## config.mk

```make
export PLATFORM = sky130hd
export DESIGN_NAME = dispense_scheduler_flat
export DESIGN_NICKNAME = d
export VERILOG_FILES = /design/src/rtl/disp_pkg.sv /design/src/rtl/dispense_scheduler_if.sv /design/src/rtl/disp_prio_sel.sv /design/src/rtl/dispense_scheduler.sv /design/src/flat_wrapper.sv
export SDC_FILE = /design/constraint.sdc
export NUM_CORES = 1
export LEC_CHECK = 0
export CAP_MARGIN = 20
export CORE_MARGIN = 8
export CORE_UTILIZATION = 55
export CTS_CLUSTER_SIZE = 14
export DETAILED_ROUTE_END_ITERATION = 8
export PLACE_DENSITY = 0.92
export SETUP_SLACK_MARGIN = 0.1
export SLEW_MARGIN = 20
export SYNTH_ARGS = -nofsm -noshare
export SYNTH_HDL_FRONTEND = slang
export SYNTH_SLANG_ARGS = --single-unit
```

## constraint.sdc

```tcl
create_clock -name clk -period 4.1 [get_ports clk]
set_clock_uncertainty 0.15 [all_clocks]
set_input_delay 0.82 -clock clk [delete_from_list [all_inputs] [get_ports clk]]
set_output_delay 0.82 -clock clk [all_outputs]
set_load 0.05 [all_outputs]
```

## src/rtl/disp_pkg.sv

```systemverilog
// ============================================================================
// Module  : disp_pkg
// Brief   : Shared types and constants for the dispense scheduler.
// Revision: 1.0 - initial release
// ============================================================================
`default_nettype none

package disp_pkg;

  localparam int SLOT_W      = 3;
  localparam int MED_W       = 2;
  localparam int NUM_SCHED   = 3;
  localparam int NUM_JOBS    = 6;
  localparam int TIMEOUT_CYC = 15;
  localparam int ENTRY_W     = SLOT_W + 2 * MED_W;
  localparam int JOB_IDX_W   = 3;
  localparam int SCHED_W     = 2;
  localparam int MED_A_LSB   = SLOT_W;
  localparam int MED_B_LSB   = SLOT_W + MED_W;

  localparam int SCHED_MORN  = 0;
  localparam int SCHED_MID   = 1;
  localparam int SCHED_NIGHT = 2;

  typedef enum logic [1:0] {
    IDLE  = 2'd0,
    ISSUE = 2'd1,
    GAP   = 2'd2
  } state_t;

endpackage

`default_nettype wire

```

## src/rtl/dispense_scheduler_if.sv

```systemverilog
// ============================================================================
// Module  : dispense_scheduler_if
// Brief   : Job handshake between the scheduler (master) and actuator (slave).
// Revision: 1.0 - initial release
// ============================================================================
`default_nettype none

interface dispense_scheduler_if;
  import disp_pkg::*;

  logic               disp_valid;
  logic [MED_W-1:0]   disp_med;
  logic [SCHED_W-1:0] disp_sched;
  logic               disp_ack;

  modport master (output disp_valid, disp_med, disp_sched, input  disp_ack);
  modport slave  (input  disp_valid, disp_med, disp_sched, output disp_ack);

endinterface

`default_nettype wire

```

## src/rtl/disp_prio_sel.sv

```systemverilog
// ============================================================================
// Module  : disp_prio_sel
// Brief   : Fixed-priority picker, lowest set request index wins.
// Revision: 1.0 - initial release
// ============================================================================
`default_nettype none

module disp_prio_sel
  import disp_pkg::*;
(
  input  logic [NUM_JOBS-1:0]  req,
  output logic [JOB_IDX_W-1:0] idx,
  output logic                 any
);

  // Scanning downward lets the lowest set bit overwrite any higher one.
  always_comb begin
    idx = '0;
    for (int i = NUM_JOBS - 1; i >= 0; i--) begin
      if (req[i]) idx = JOB_IDX_W'(i);
    end
  end

  assign any = |req;

endmodule

`default_nettype wire

```

## src/rtl/dispense_scheduler.sv

```systemverilog
// ============================================================================
// Module  : dispense_scheduler
// Brief   : Three-schedule medicine dispense scheduler with actuator handshake.
//           Define DISP_TIMEOUT_EN to drop jobs the actuator never accepts.
// Revision: 1.0 - initial release
// ============================================================================
`default_nettype none

module dispense_scheduler
  import disp_pkg::*;
(
  input  logic                 clk,
  input  logic                 reset,
  input  logic                 tick,
  input  logic                 ld_morn,
  input  logic                 ld_mid,
  input  logic                 ld_night,
  input  logic [ENTRY_W-1:0]   data_in_morn,
  input  logic [ENTRY_W-1:0]   data_in_mid,
  input  logic [ENTRY_W-1:0]   data_in_night,
  input  logic                 clr_err,
  dispense_scheduler_if.master disp,
  output logic [SLOT_W-1:0]    slot,
  output logic [NUM_JOBS-1:0]  pending,
  output logic [NUM_SCHED-1:0] missed,
  output logic                 timeout_err
);

  logic [NUM_SCHED-1:0][ENTRY_W-1:0] entry;
  logic [NUM_SCHED-1:0][ENTRY_W-1:0] data_vec;
  logic [NUM_SCHED-1:0]              valid, ld_vec, match, overrun;
  logic [NUM_JOBS-1:0]               set_mask, ld_clr, done_mask, inflight_mask, pend_kept;
  logic [SLOT_W-1:0]                 slot_next;
  logic [JOB_IDX_W-1:0]              sel_idx, sel_idx_q, issue_idx;
  logic                              sel_any, sel_any_q;
  logic [MED_W-1:0]                  med_q, med_sel;
  logic [SCHED_W-1:0]                sched_q;
  logic                              issue_ack, start_job, timeout_hit;
  state_t                            state, state_next;

  assign ld_vec    = {ld_night, ld_mid, ld_morn};
  assign data_vec  = {data_in_night, data_in_mid, data_in_morn};
  assign slot_next = slot + SLOT_W'(1);

  assign inflight_mask = (state == ISSUE) ? (NUM_JOBS'(1) << issue_idx) : '0;
  assign done_mask     = (issue_ack || timeout_hit) ? inflight_mask : '0;
  assign pend_kept     = pending & ~(done_mask | ld_clr);

  // Match compares the pre-load entry; a same-cycle load only affects later ticks.
  for (genvar s = 0; s < NUM_SCHED; s++) begin : g_sched
    assign match[s]          = tick && valid[s] && (entry[s][SLOT_W-1:0] == slot_next);
    assign set_mask[2*s +: 2] = {2{match[s]}};
    assign ld_clr[2*s +: 2]   = {2{ld_vec[s]}} & ~inflight_mask[2*s +: 2];
    assign overrun[s]        = match[s] && (|pend_kept[2*s +: 2]);
  end

  disp_prio_sel u_prio_sel (
    .req (pending),
    .idx (sel_idx),
    .any (sel_any)
  );

  assign med_sel = sel_idx_q[0] ? entry[sel_idx_q[2:1]][MED_B_LSB +: MED_W]
                                : entry[sel_idx_q[2:1]][MED_A_LSB +: MED_W];

  always_ff @(posedge clk or negedge reset) begin
    if (!reset) begin
      entry <= '0;
      valid <= '0;
    end else begin
      for (int s = 0; s < NUM_SCHED; s++) begin
        if (ld_vec[s]) begin
          entry[s] <= data_vec[s];
          valid[s] <= 1'b1;
        end
      end
    end
  end

  always_ff @(posedge clk or negedge reset) begin
    if (!reset) begin
      slot      <= '0;
      pending   <= '0;
      missed    <= '0;
      sel_idx_q <= '0;
      sel_any_q <= 1'b0;
      issue_idx <= '0;
      med_q     <= '0;
      sched_q   <= '0;
    end else begin
      if (tick) slot <= slot_next;
      pending   <= pend_kept | set_mask;
      missed    <= (missed & ~{NUM_SCHED{clr_err}}) | overrun;
      sel_idx_q <= sel_idx;
      sel_any_q <= sel_any;
      if (start_job) begin
        issue_idx <= sel_idx_q;
        med_q     <= med_sel;
        sched_q   <= sel_idx_q[2:1];
      end
    end
  end

  always_ff @(posedge clk or negedge reset) begin
    if (!reset) state <= IDLE;
    else        state <= state_next;
  end

  always_comb begin
    state_next = state;
    case (state)
      IDLE:    if (start_job) state_next = ISSUE;
      ISSUE:   if (issue_ack || timeout_hit) state_next = GAP;
      GAP:     state_next = IDLE;
      default: state_next = IDLE;
    endcase
  end

  // The registered pick can trail pending by a cycle, so confirm the bit is still live.
  always_comb begin
    disp.disp_valid = (state == ISSUE);
    issue_ack       = (state == ISSUE) && disp.disp_ack;
    start_job       = (state == IDLE) && sel_any_q && pending[sel_idx_q];
  end

  assign disp.disp_med   = med_q;
  assign disp.disp_sched = sched_q;

`ifdef DISP_TIMEOUT_EN
  logic [3:0] timer;

  assign timeout_hit = (state == ISSUE) && !disp.disp_ack && (timer == 4'(TIMEOUT_CYC - 1));

  always_ff @(posedge clk or negedge reset) begin
    if (!reset) begin
      timer       <= '0;
      timeout_err <= 1'b0;
    end else begin
      timer       <= (state == ISSUE && state_next == ISSUE) ? timer + 4'd1 : 4'd0;
      timeout_err <= (timeout_err && !clr_err) || timeout_hit;
    end
  end
`else
  assign timeout_hit = 1'b0;
  assign timeout_err = 1'b0;
`endif

endmodule

`default_nettype wire
```

## src/flat_wrapper.sv

```systemverilog
// flat-port wrapper written by rule: the top's interface ports become plain ports
module dispense_scheduler_flat import disp_pkg::*;
  (clk, reset, tick, ld_morn, ld_mid, ld_night, data_in_morn, data_in_mid, data_in_night, clr_err, slot, pending, missed, timeout_err, disp_disp_valid, disp_disp_med, disp_disp_sched, disp_disp_ack);
  dispense_scheduler_if disp_i ();
  input  logic clk;
  input  logic reset;
  input  logic tick;
  input  logic ld_morn;
  input  logic ld_mid;
  input  logic ld_night;
  input  logic [ENTRY_W-1:0] data_in_morn;
  input  logic [ENTRY_W-1:0] data_in_mid;
  input  logic [ENTRY_W-1:0] data_in_night;
  input  logic clr_err;
  output logic [SLOT_W-1:0] slot;
  output logic [NUM_JOBS-1:0] pending;
  output logic [NUM_SCHED-1:0] missed;
  output logic timeout_err;
  output wire logic [$bits(disp_i.disp_valid)-1:0] disp_disp_valid;
  output wire logic [$bits(disp_i.disp_med)-1:0] disp_disp_med;
  output wire logic [$bits(disp_i.disp_sched)-1:0] disp_disp_sched;
  input wire logic [$bits(disp_i.disp_ack)-1:0] disp_disp_ack;
  assign disp_disp_valid = disp_i.disp_valid;
  assign disp_disp_med = disp_i.disp_med;
  assign disp_disp_sched = disp_i.disp_sched;
  assign disp_i.disp_ack = disp_disp_ack;
  dispense_scheduler u_core (.clk(clk), .reset(reset), .tick(tick), .ld_morn(ld_morn), .ld_mid(ld_mid), .ld_night(ld_night), .data_in_morn(data_in_morn), .data_in_mid(data_in_mid), .data_in_night(data_in_night), .clr_err(clr_err), .disp(disp_i), .slot(slot), .pending(pending), .missed(missed), .timeout_err(timeout_err));
endmodule
```

# Yosys cells after proc, flatten, opt, wreduce, memory -nomap -nowiden
# Cells that the tools add are included.
# word_totals
output_inout_bits	18
register_bits	49
inputBits	29
word_cells	72
# classes
shifts	1
n_reduce_logical	18
bitwise	13
n_eq_ne	6
n_lt_le_gt_ge	2
n_mux	16
addsub	1
# ops
cell	n
2-to-1 mux 3 bit	6
binary-select mux 7 bit (select 2 bit)	1
logical AND 1 bit	12
2-to-1 mux 6 bit	2
OR 6 bit	2
equality test 3 bit	3
2-to-1 mux 7 bit	1
AND 2 bit	3
AND 6 bit	1
2-to-1 mux 2 bit	3
inverter 2 bit	3
inverter 6 bit	1
OR reduction 2 bit	3
OR reduction 6 bit	1
left shift 1 x 3 -> 6 bit (first input constant)	1
< comparator 3 x 4 -> 1 bit (second input constant)	1
!= test 2 x 1 -> 1 bit (second input constant)	2
case mux 2 bit (2 select lines)	1
adder 3 x 1 -> 3 bit (second input constant)	1
AND 3 bit	1
binary-select mux 1 bit (select 3 bit)	1
< comparator 2 x 3 -> 1 bit (second input constant)	1
inverter 3 bit	1
OR 3 bit	1
other kinds (4)	4

# Longest topological paths before layout
# logic_depth
ltp_word	10
mapped_depth	5

# Hierarchy
# A second synthesis with hierarchy kept.
# unflattened
cells_unflattened	190
area_unflattened_um2	2331.0
# modules_own_cells
mod	seq_area_each_um2	cells_per_inst	area_per_inst_um2	instances
dispense_scheduler	1176.1	180	2278.4	1
disp_prio_sel	0.0	10	52.6	1

# Worst setup path after synthesis
# No wires, ideal clock.
# synth_path
path_type	flip-flop to output port
from	register u_core.state[1]
to	output disp_disp_valid
setup_slack_ns	1.977
path_stages_with_launch	2
t_arrival_ns	1.153
t_required_ns	3.130
path_cell_list	dfrtp_1 -> nor2b_1
# synth_via
elab_chain_cells	1
# synth_rtl
item	line	source
start, declared	dispense_scheduler.sv:39	state_t state, state_next;
start signal, assigned	dispense_scheduler.sv:106	else state <= state_next;
equality test 2 x 1 -> 1 bit	dispense_scheduler.sv:121	disp.disp_valid = (state == ISSUE);
end, declared	flat_wrapper.sv:19	output wire logic [$bits(disp_i.disp_valid)-1:0] disp_disp_valid;
# No other way between the ends.

# Final worst setup path
# Same ends and word-level chain as after synthesis.

==> impl_metrics.yaml <==
worst_setup_path:
  cp-start-kind: "flip-flop"
  crit_path_end_kind: "output pin"
  arrival_ns: 1.75
  path_max_fanout: 5
  critPathKind: "flip-flop to output pin"
  cp_data_required_time_ns: 3.13
place:
  pre_cts_slack_ns: 1.63
  gp_congestion: 0.830
  io_buffers: 45
  hpwlAfterDp_mm: 3.65
power:
  power_density_mw_per_mm2: 653
  p_total_mw: 1.86
  p_clk_share_pct: 14.5
  switching_power_uw: 784
  irDropWorstVdd_uv: 649
  p_int_mw: 1.07
  swShare_pct: 42.2
  pwr-share-comb_pct: 46.7
  p_leak_nw: 1.22
  p_seq_share_pct: 38.8
clock_network:
  cts_resized: 0
  clock_sinks: 47
  cts_setup_buffers: 0
  clock-root-buffer: "clkbuf_8"
  clk_pin_slew_ns: 0.08
  ctsHtreeMaxLevel: 2
  cts_buffer_depth: 2
  numCtsBuffers: 5
  cts_hold_buffers: 0
  clk_latency_ns: 0.31
  cts_tree: "done"
layout:
  area_growth_pct: 22.8
  drive_gt1_share_pct: 22.3
  final_net_count: 262
  nFillCells: 292
  final_util_pct: 70.6
  n_antenna_cell: 0
status:
  status: "finished clean"
global_route:
  grt_first_pass_wirelength_mm: 8.39
  grt_max_degree: 48
  grt_util_all_layers_pct: 16.5
  gr-total-overflow: 0
  grt_pass1_vias: 1785
  antenna_found_initial: 0
route:
  drt-pass1-iter-count: 5
  vias: 1656
  wl_per_cell_microns: 17.4
  drtIter0Drc: 131
  wl_mm: 4.94
  postRouteAntennaNets: 0
  drc: 0
  vias_per_cell: 5.85
synth:
  synth.avg_cell_area_sq_um: 12.3
  synth_area_leaders: "dfrtp_1, mux2_2, xor2_1"
  synthCells: 189
  ys_seq_area_share_pct: 50.8
  synth_ff_type: "dfrtp_1"
  synth_area_sq_mm: 0.00232
  yosys.cell_types.count: 35
  ys_ff_latch: 47
  yosysTopAreaCellShare_pct: 50.8
  yosys_warnings: 0
  synth.most_common_cell: "dfrtp_1"
  synth_area_leader_cell: "dfrtp_1"
  yosys-top-cells-count: "dfrtp_1, mux2_2, nand2_1"
  syn_nets: 219
  synthArstFlopShare_pct: 100
  synth_edf_count: 0
sta:
  max_slew_margin_pct: 61.8
  min_period_ns: 2.72
  hold_ws_ns: 0.327
  setup_slack_ns: 1.38
  drv_slew: 0
  hold_viol_final: 0
  tns_ns: 0
  worstMarginPinSlew_ns: 0.573
  rsz0062_at_grt: "false"
  setup_viol: 0
  period_share_pct: 66.3
  fmax_ghz: 0.368
floorplanning:
  core-area_sq_mm: 0.00403
  die_h_microns: 80.9
  die-area_sq_mm: 0.00654
  ios: 47
  die_w_microns: 80.9
  initial_core_util_pct: 57.5
  rows: 23
run:
  maxCapViolCount: 0
min_path:
  hold_class: "flip-flop to flip-flop"
-- power groups by stage --
stage | Sequential, mW | Clock [mW] | Combinational [mW]
finish | 0.720 | 0.270 | 0.867
global route | 0.742 | 0.298 | 0.932
CTS | 0.718 | 0.276 | 0.875
detailed placement | 0.726 | 0 | 0.873
global placement | 0.719 | 0 | 0.847
floorplan | 0.862 | 0 | 0.480
-- per-layer routing --
layer	vias up	global-route usage, %	part of all wire [%]
met5	-	0	0
met3	8	5.52	7.8
met2	69	27.1	51
met4	0	6.25	1.3
met1	836	19.5	40
li1	743	-	-
-- cell families (layout without fill, tap and decap cells) --
logic type	count (synthesis)	in the layout	synth area share, %
xor gates and xnor gates	12	12	4.54
DFF	47	47	50.8
other	1	1	0.162
AOI/OAI and AO/OA	20	20	7.08
buffers and inverters	15	59	3.73
adders and majority gates	1	1	0.540
and+or+nand+nor	52	52	12.3
muxes	41	41	20.9
-- per-stage QoR --
step / cell area (sq um) / cells
2_1_floorplan: 2320 / 189
3_3_place_gp: 2760 / 275
3_5_place_dp: 2760 / 275
4_1_cts: 2840 / 283
5_1_grt: 2840 / 283
6_report: 2840 / 283
-- placed cells by master (no fill, tap or decap), types with 2 or more instances in the layout --
cell,synthesis,final
dfrtp_1,47,47
clkdlybuf4s50_1,0,44
mux2_2,32,32
nand2_1,12,12
nand3_1,10,10
xor2_1,9,9
nor2_1,8,8
mux2i_1,7,7
inv_1,6,6
clkbuf_8,0,5
nand2b_1,4,4
nor3_1,4,4
xnor2_1,3,3
a21o_1,3,3
a31o_2,3,3
or3_1,3,3
o211ai_1,3,3
a22o_1,3,3
or2_2,3,3
and4bb_2,2,2
nor2b_1,2,2
a21oi_1,2,2
mux4_1,2,2
o21ai_0,2,2
clkbuf_1,3,2
-- worst paths after layout --
check / startpoint / endpoint / slack, ns / depth (start not counted)
min reg2reg: u_core.valid[2] / u_core.valid[2] / 0.33 / 1
max: u_core.state[1] / disp_disp_valid / 1.38 / 2
min: u_core.valid[2] / u_core.valid[2] / 0.33 / 1
max in group asynchronous: reset / u_core.entry[11] / 3.05 / 1
min in group asynchronous: reset / u_core.entry[19] / 0.36 / 1
max reg2reg: u_core.slot[0] / u_core.missed[1] / 2.12 / 5
-- critical path, stage by stage (launching register included) --
cell and delay, ns:
dfrtp_1 0.42, nor2b_1 0.19, clkdlybuf4s50_1 0.83
-- registers in the layout (all words and copies together), names as in the netlist --
name / flops
u_core.entry: 21
u_core.pending: 6
u_core.missed: 3
u_core.sel_idx_q: 3
u_core.slot: 3
u_core.valid: 3
u_core.disp.disp_med: 2
u_core.disp.disp_sched: 2
u_core.state: 2
u_core.issue_idx: 1
u_core.sel_any_q: 1
-- layout make-up --
class                   count  area, sq um  share of cell area [%]
repair buffers             45          448                    15.8
multi-input cells         127         1050                    37.0
inverters                   6         22.5                   0.792
flip-flops and latches     47         1180                    41.4
well taps                  50         62.6                    2.20
clock inverters             1         5.00                   0.176
clock buffers               7         76.3                    2.68
Note: power is estimated with default switching activity, not from simulation.
